### src/rtl/dtc_sched_pkg.sv
// Shared widths, FSM state encoding and helpers for the classifier scheduler.
package dtc_sched_pkg;

    localparam int NREQ    = 4;
    localparam int FEAT_W  = 7;
    localparam int CODE_W  = 7;
    localparam int ID_W    = 2;
    localparam int CLASS_W = 3;

    typedef enum logic [1:0] {
        IDLE = 2'd0,
        EVAL = 2'd1,
        HOLD = 2'd2
    } sched_state_e;

    function automatic logic [CLASS_W-1:0] popcount_code(input logic [CODE_W-1:0] code);
        logic [CLASS_W-1:0] n;
        n = '0;
        for (int k = 0; k < CODE_W; k++) begin
            n = n + CLASS_W'(code[k]);
        end
        return n;
    endfunction

endpackage

### src/rtl/dtc_tree_core.sv
// Combinational threshold-tree classifier: one comparator node per code bit,
// producing a thermometer code (7'h00 -> 7'h7F, 7'h01 -> 7'h3F, 7'h7F -> 7'h00).
module dtc_tree_core
    import dtc_sched_pkg::*;
(
    input  logic [FEAT_W-1:0] feat_i,
    output logic [CODE_W-1:0] code_o
);

    // Node k fires when the feature is below 2^(6-k); thresholds shrink with k,
    // so the set bits always form a contiguous run from bit 0.
    for (genvar k = 0; k < CODE_W; k++) begin : g_node
        assign code_o[k] = ({1'b0, feat_i} < 8'(1 << (CODE_W - 1 - k)));
    end

endmodule

### src/rtl/dtc_tree_sched.sv
// Round-robin scheduler sharing one dtc_tree_core among NREQ requesters.
// Optional res_class output (popcount of res_code) enabled by DTC_TREE_SCHED_CLASS_EN.
module dtc_tree_sched
    import dtc_sched_pkg::*;
#(
    parameter int NREQ = dtc_sched_pkg::NREQ
)(
    input  logic                   clk,
    input  logic                   rst,
    input  logic [NREQ-1:0]        req_valid,
    input  logic [NREQ*FEAT_W-1:0] req_data,
    output logic [NREQ-1:0]        req_ready,
    output logic                   res_valid,
    input  logic                   res_ready,
    output logic [ID_W-1:0]        res_id,
    output logic [CODE_W-1:0]      res_code,
    output logic                   busy
`ifdef DTC_TREE_SCHED_CLASS_EN
    ,
    output logic [CLASS_W-1:0]     res_class
`endif
);

    sched_state_e      state_q, state_d;
    logic [ID_W-1:0]   last_grant_q;
    logic [FEAT_W-1:0] feat_q;
    logic [ID_W-1:0]   id_q;
    logic [CODE_W-1:0] res_code_q;
    logic [ID_W-1:0]   res_id_q;
    logic              res_valid_q;

    logic [ID_W-1:0]   cand;
    logic [ID_W-1:0]   grant_idx;
    logic              grant_found;
    logic              accept;
    logic [CODE_W-1:0] core_code;

    // Round-robin search starting just after the last winner; the ID-width
    // addition wraps modulo 4 naturally.
    always_comb begin
        cand        = '0;
        grant_idx   = '0;
        grant_found = 1'b0;
        for (int i = 1; i <= NREQ; i++) begin
            cand = last_grant_q + ID_W'(i);
            if (!grant_found && req_valid[cand]) begin
                grant_found = 1'b1;
                grant_idx   = cand;
            end
        end
    end

    always_comb begin
        state_d   = state_q;
        req_ready = '0;
        accept    = 1'b0;
        case (state_q)
            IDLE: begin
                if (grant_found) begin
                    req_ready[grant_idx] = 1'b1;
                    accept               = 1'b1;
                    state_d              = EVAL;
                end
            end
            EVAL: state_d = HOLD;
            HOLD: begin
                if (res_ready) begin
                    state_d = IDLE;
                end
            end
            default: state_d = IDLE;
        endcase
    end

    always_ff @(posedge clk or posedge rst) begin
        if (rst) begin
            state_q <= IDLE;
        end else begin
            state_q <= state_d;
        end
    end

    dtc_tree_core u_core (
        .feat_i (feat_q),
        .code_o (core_code)
    );

    // Request capture at accept; the result registers are only written in EVAL,
    // so they stay frozen through HOLD regardless of requester activity.
    always_ff @(posedge clk or posedge rst) begin
        if (rst) begin
            last_grant_q <= ID_W'(NREQ - 1);
            feat_q       <= '0;
            id_q         <= '0;
            res_code_q   <= '0;
            res_id_q     <= '0;
            res_valid_q  <= 1'b0;
        end else begin
            if (accept) begin
                feat_q       <= req_data[int'(grant_idx)*FEAT_W +: FEAT_W];
                id_q         <= grant_idx;
                last_grant_q <= grant_idx;
            end
            if (state_q == EVAL) begin
                res_code_q  <= core_code;
                res_id_q    <= id_q;
                res_valid_q <= 1'b1;
            end else if (state_q == HOLD && res_ready) begin
                res_valid_q <= 1'b0;
            end
        end
    end

`ifdef DTC_TREE_SCHED_CLASS_EN
    logic [CLASS_W-1:0] res_class_q;

    always_ff @(posedge clk or posedge rst) begin
        if (rst) begin
            res_class_q <= '0;
        end else if (state_q == EVAL) begin
            res_class_q <= popcount_code(core_code);
        end
    end

    assign res_class = res_class_q;
`endif

    assign res_valid = res_valid_q;
    assign res_code  = res_code_q;
    assign res_id    = res_id_q;
    assign busy      = (state_q != IDLE);

endmodule

### config.mk
export PLATFORM = sky130hd
export DESIGN_NAME = dtc_tree_sched
export DESIGN_NICKNAME = d
export VERILOG_FILES = /design/src/rtl/dtc_sched_pkg.sv /design/src/rtl/dtc_tree_core.sv /design/src/rtl/dtc_tree_sched.sv
export SDC_FILE = /design/constraint.sdc
export NUM_CORES = 1
export LEC_CHECK = 0
export CORE_MARGIN = 2
export CORE_UTILIZATION = 40
export DETAILED_ROUTE_END_ITERATION = 7
export PLACE_DENSITY = 0.74
export SYNTH_ARGS = -nofsm -noshare
export SYNTH_HDL_FRONTEND = slang
export SYNTH_SLANG_ARGS = --single-unit
### constraint.sdc
create_clock -name clk -period 3.5 [get_ports clk]
set_input_delay 0.35 -clock clk [delete_from_list [all_inputs] [get_ports clk]]
set_output_delay 0.35 -clock clk [all_outputs]
set_load 0.01 [all_outputs]
==> run_results.csv, run 1 <==
group,metric,value,unit
logic_synthesis,ys_types,33,
grt,antenna_found_initial,0,
place,dp_hpwl,2325,um
timing,worst_pin_slew,0.8132,ns
place,dp_cells,218,
critical_path,startpoint_type,"flip-flop",
critical_path,crit_fanout,14,
logic_synthesis,synth_compound_gate_area_share,23.61,%
min_path,hp-class,"reg -> reg",
clock_tree,clock_latency,0.30,ns
timing,fin_skew,0.003361,ns
clock_tree,clkTransAtPathRegs,0.12,ns
critical_path,critical_path_class,"reg -> out",
cells_and_area,instances_no_fill,222,
timing,slew_violations,0,
pwr,comb_power_share,51.2,%
clock_tree,cts_setup_buffers,0,
floorplanning,fp.dieArea,3618,um2
pwr,ir_drop,0.0003627,V
clock_tree,cts_sinks,23,
timing,final-hold-violation-count,0,
cells_and_area,layout_common_cells,"49 x clkdlybuf4s50_1, 21 x dfrtp_1, 14 x a211oi_1",
logic_synthesis,syn_nets,166,
cells_and_area,final_common_cell,"clkdlybuf4s50_1",
clock_tree,cts_made_buffers,3,
logic_synthesis,yosys.area_share.simple,15.87,%
pwr,switching_share,38.57,%
logic_synthesis,synthMuxAreaShare,7.341,%
floorplanning,core,3028,um2
timing,max_freq,317.6,MHz
clock_tree,cts_buffer_depth,2,
pwr,seqPwrFrac,39.0,%
logic_synthesis,post_synth_fa_ha_maj_area_fraction,0,%
clock_tree,cts_resized,0,
logic_synthesis,yosysWarningCount,0,
timing,max_slew_margin,45.72,%
floorplanning,rows,20,
clock_tree,clockRootBuffer,"clkbuf_4",
logic_synthesis,synth_area,1261,um2
floorplanning,initial_utilization,41.65,%
cells_and_area,area_growth,41.57,%
pwr,power_density,678.3,nW/um2
drt,vias,1130,
place,place_congestion,0.7192,
cells_and_area,antenna_cells,0,
clock_tree,postCtsHoldBufs,0,
pwr,power.internal,744.0,uW
floorplanning,pin_count,50,
cells_and_area,drive_above_1_share,8.427,%
place,dpl_worst_slack,0.3887,ns
timing,fin_tns_setup,0,ns
logic_synthesis,synth_top_family_by_area,"compound AO/OA/AOI/OAI gates",
cells_and_area,nets,214,
grt,grt_pass1_vias,1119,
logic_synthesis,syn_avg_cell_area,9.628,um2
timing,fin_crit,3.148,ns
logic_synthesis,seq_area_frac_synth,45.83,%
timing,rsz0062_at_grt,"no",
place,io_buffers,49,
critical_path,required,3.15,ns
grt,grt_max_degree,24,
drt,ant_nets,0,
drt,dr.pass1.iters,4,
pwr,p_sw,467.0,uW
drt,routed_wl,2839,um
grt,grt_usage,17.57,%
clock_tree,htree_levels,1,
drt,drt-initial-drc-count,32,
pwr,p_leak,0.0007390,uW
logic_synthesis,synthCells,131,
grt,overflow,0,
floorplanning,dieWidth,60.15,um
clock_tree,cts_tree,"built",
timing,setup_viol,0,
floorplanning,dieHeight,60.15,um
critical_path,cp-end-kind,"primary output",
drt,drcViolationCount,0,
timing,finalCritPeriodShare,89.95,%
status,run_status,"finished clean",
grt,grt_first_pass_wirelength,4802,um
drt,viasPerCell,5.090,
critical_path,crit_arrival,2.80,ns
drt,wl_per_cell,12.79,um
timing,fin_hold_ws,0.4747,ns
flow_run,max_cap_violations,0,
logic_synthesis,synth_xor_area_share,0,%
pwr,total_power,1211,uW
logic_synthesis,ys_ff_latch,23,
pwr,power.share.clock,9.8,%
timing,final.setup.worst_slack,0.3518,ns
[power by group through the flow]
stage | logic (uW) | registers, uW | clock network (uW)
3_5_place_dp | 626 | 475 | 0
4_1_cts | 626 | 472 | 125
3_3_place_gp | 610 | 472 | 0
2_1_floorplan | 426 | 474 | 0
6_report | 620 | 472 | 119
5_1_grt | 694 | 488 | 139
[final cells by class]
cell class | count | area [um2]
clock buffers | 4 | 26.28
fillers | 279 | 1242
inverters | 12 | 45.04
multi-input cells | 90 | 590.6
flip-flops and latches | 23 | 578.1
well taps | 44 | 55.05
repair buffers | 49 | 490.5
[registers in the layout, indices dropped and copies added (netlist names)]
signal,count
feat_q,7
res_valid,1
last_grant_q,2
id_q,2
res_code,7
res_id,2
state_q,2
[worst max-delay path, cell delays in order (launching register included)]
cell	delay (ns)
dfrtp_1	0.42
or2_2	0.34
nor2_1	0.61
nand2_1	0.35
a21oi_1	0.22
clkdlybuf4s50_1	0.56
[path summary, 6_finish.rpt]
kind	endpoint	cells after the start	startpoint	slack, ns
worst max-delay path	req_ready[1]	5	state_q[0]	0.35
worst max register to register	feat_q[2]	5	state_q[0]	1.21
worst min-delay path	res_code[6]	1	feat_q[0]	0.47
max in group asynchronous	res_code[6]	2	rst	2.50
min in group asynchronous	state_q[1]	2	rst	0.49
worst min register to register	res_code[6]	1	feat_q[0]	0.47
[stage by stage]
| step | utilization [%] | cell area [um2] |
|---|---|---|
| finish | 58.97 | 1785 |
| global route | 58.97 | 1785 |
| CTS | 58.97 | 1785 |
| detailed placement | 58.10 | 1759 |
| global placement | 58.10 | 1759 |
| floorplan | - | 1261 |
[Yosys cell counts]
library cell / count / area, um2
buf_12: 1 / 20.02
nor2b_1: 2 / 12.51
or4_1: 1 / 7.510
nand2b_1: 2 / 12.51
nor4_1: 1 / 6.260
and3_1: 1 / 6.260
o311ai_1: 1 / 8.760
o21ai_0: 5 / 25.02
or2_2: 2 / 12.51
and2b_4: 2 / 20.02
dfrtp_1: 21 / 525.5
buf_6: 1 / 11.26
buf_2: 1 / 5.000
nor2_1: 13 / 48.80
o21a_1: 2 / 15.01
nand3_1: 1 / 5.000
a31oi_1: 7 / 43.79
a21o_1: 1 / 7.510
and2_1: 1 / 6.260
a211oi_1: 14 / 105.1
nand2_1: 11 / 41.29
o21ai_4: 2 / 32.53
dfstp_2: 2 / 52.55
o31ai_1: 3 / 22.52
mux2_2: 2 / 22.52
a21oi_1: 4 / 20.02
o41ai_1: 1 / 8.760
or3_1: 2 / 12.51
o21ai_2: 1 / 8.760
inv_1: 12 / 45.04
clkbuf_1: 3 / 11.26
or3b_2: 1 / 8.760
mux2i_1: 7 / 70.07
[cell families after synthesis]
group                  Yosys count
DFF                             23
and+or+nand+nor                 40
buffers and inverters           18
muxes                            9
AOI/OAI and AO/OA               41
[metal layers]
layer | part of all wire, % | vias up | track usage [%] | routed length, um
met5 | 0 | - | 0 | 0
met4 | 1.1 | 0 | 5.714 | 30
met3 | 6.9 | 4 | 3.247 | 195
met2 | 47 | 48 | 29.97 | 1336
met1 | 45 | 512 | 22.28 | 1276
li1 | - | 566 | - | -
Power figures use the tool's default switching activity.
==> inputs of run 2 (changes only) <==
--- a/config.mk
+++ b/config.mk
@@ -7,6 +7,7 @@
 export LEC_CHECK = 0
 export CORE_MARGIN = 2
 export CORE_UTILIZATION = 40
+export CTS_BUF_LIST = sky130_fd_sc_hd__clkbuf_2
 export DETAILED_ROUTE_END_ITERATION = 7
 export PLACE_DENSITY = 0.74
 export SYNTH_ARGS = -nofsm -noshare
==> run_results.csv, run 2 (synthesized netlist as in run 1, its figures left out) <==
group,metric,value,unit
grt,grt_max_degree,24,
drt,vias,1126,
critical_path,cpLargestDelayFamily,"simple AND/OR/NAND/NOR gates",
timing,slew_violations,0,
pwr,p_leak,0.0007406,uW
floorplanning,rows,20,
drt,routed_wl,2841,um
floorplanning,pin_count,50,
timing,worst_pin_slew,0.8243,ns
clock_tree,htree_levels,1,
pwr,total_power,1194,uW
timing,final-hold-violation-count,0,
clock_tree,cts_setup_buffers,0,
grt,overflow,0,
clock_tree,cts_buffer_depth,2,
critical_path,path_cells,"or2_2 > nor2_1 > nand2_1 > a21oi_1 > clkdlybuf4s50_1",
clock_tree,cts_tree,"built",
critical_path,crit_arrival,2.83,ns
clock_tree,clockRootBuffer,"clkbuf_2",
pwr,ir_drop,0.0003581,V
cells_and_area,area_growth,41.07,%
grt,grt_usage,17.49,%
clock_tree,cts_sinks,23,
cells_and_area,layout_common_cells,"49 x clkdlybuf4s50_1, 21 x dfrtp_1, 14 x a211oi_1",
timing,fin_skew,0.004793,ns
place,dp_hpwl,2325,um
drt,dr.pass1.iters,4,
floorplanning,fp.dieArea,3618,um2
critical_path,critPathSlowestCell,"nor2_1",
critical_path,crit_buf_inv,1,
critical_path,reg2reg_slack,1.22,ns
cells_and_area,drive_above_1_share,8.989,%
floorplanning,core,3028,um2
clock_tree,cts_made_buffers,3,
timing,finalCritPeriodShare,90.84,%
critical_path,cpPeakStageDelay,0.62,ns
grt,antenna_found_initial,0,
critical_path,crit_fanout,14,
grt,grt_use_met2,29.81,%
critical_path,cp-end-kind,"primary output",
grt,grt_pass1_vias,1115,
place,io_buffers,49,
floorplanning,initial_utilization,41.65,%
cells_and_area,final_common_cell,"clkdlybuf4s50_1",
timing,fin_tns_setup,0,ns
timing,max_slew_margin,44.99,%
grt,grt_first_pass_wirelength,4767,um
cells_and_area,nets,214,
grt,grt-busiest-layer,"met2",
timing,max_freq,314.5,MHz
floorplanning,dieWidth,60.15,um
drt,wl_per_cell,12.80,um
timing,fin_crit,3.179,ns
drt,drt-initial-drc-count,38,
critical_path,timing.rr.start,"state_q[1]",
drt,ant_nets,0,
clock_tree,clkTransAtPathRegs,0.20,ns
pwr,power_density,671.3,nW/um2
cells_and_area,nFillCells,278,
clock_tree,postCtsHoldBufs,0,
critical_path,required,3.15,ns
flow_run,max_cap_violations,0,
critical_path,startpoint_type,"flip-flop",
place,place_congestion,0.7192,
status,run_status,"finished clean",
cells_and_area,antenna_cells,0,
timing,setup_viol,0,
critical_path,reg2reg_depth,5,
grt,grtUsageMet1,21.77,%
drt,drcViolationCount,0,
grt,grtUsageMet3,3.247,%
timing,rsz0062_at_grt,"no",
clock_tree,cts_resized,0,
drt,viasPerCell,5.072,
floorplanning,dieHeight,60.15,um
critical_path,r2r_end,"feat_q[2]",
clock_tree,clock_latency,0.32,ns
critical_path,critical_path_class,"reg -> out",
min_path,hp-class,"in -> async",
## run 2: cell counts in the layout (fill, tap and decap cells not counted)
No cell type changed its count.
## run 2: through the flow
step	hold WS (ns)	setup slack, ns	util, %	instance area [um2]	instances
2_1_floorplan	0.3504	1.662	-	1261	131
3_3_place_gp	0.4579	0.5062	58.10	1759	218
3_5_place_dp	0.4619	0.3887	58.10	1759	218
4_1_cts	0.4855	0.2823	58.76	1779	222
5_1_grt	0.5119	0.1017	58.76	1779	222
6_report	0.4674	0.3205	58.76	1779	222
## run 2: per-layer routing
layer / up-vias / wire (um)
met1: 506 / 1306
li1: 564 / -
met3: 4 / 210
met2: 52 / 1301
met4: 0 / 23
met5: - / 0
## run 2: worst reg2reg max path, stage by stage (launching register included)
cell      delay, ns
dfrtp_1        0.45
or2_2          0.32
nor2_1         0.62
nand2_1        0.36
a211oi_1       0.36
a211oi_1       0.08
## run 2: how the worst max path moves through the flow
stage	start	end	slack [ns]	depth (start not counted)
global route	state_q[1]	req_ready[1]	0.10	5
floorplan	last_grant_q[0]	req_ready[1]	1.66	4
finish	state_q[1]	req_ready[1]	0.32	5
detailed placement	req_valid[1]	req_ready[1]	0.39	6
CTS	state_q[1]	req_ready[1]	0.28	5
global placement	req_valid[1]	req_ready[1]	0.51	6
## run 2: layout make-up
cell class / count / area [um2] / area share [%]
inverters: 12 / 45.04 / 2.532
multi-input cells: 90 / 590.6 / 33.19
clock buffers: 4 / 20.02 / 1.125
flip-flops and latches: 23 / 578.1 / 32.49
well taps: 44 / 55.05 / 3.094
repair buffers: 49 / 490.5 / 27.57
## run 2: where the power goes
group | total, uW | switching, uW | internal, uW
clock | 104 | 74.1 | 30.3
combinational | 620 | 310 | 310
sequential | 470 | 81.0 | 389
==> inputs of run 3 (changes only) <==
--- a/config.mk
+++ b/config.mk
@@ -5,6 +5,7 @@
 export SDC_FILE = /design/constraint.sdc
 export NUM_CORES = 1
 export LEC_CHECK = 0
+export CAP_MARGIN = 20
 export CORE_MARGIN = 2
 export CORE_UTILIZATION = 40
 export CTS_BUF_LIST = sky130_fd_sc_hd__clkbuf_2
==> results of run 3 <==
No change in the layout: final DEF, timing and power equal those of run 2.
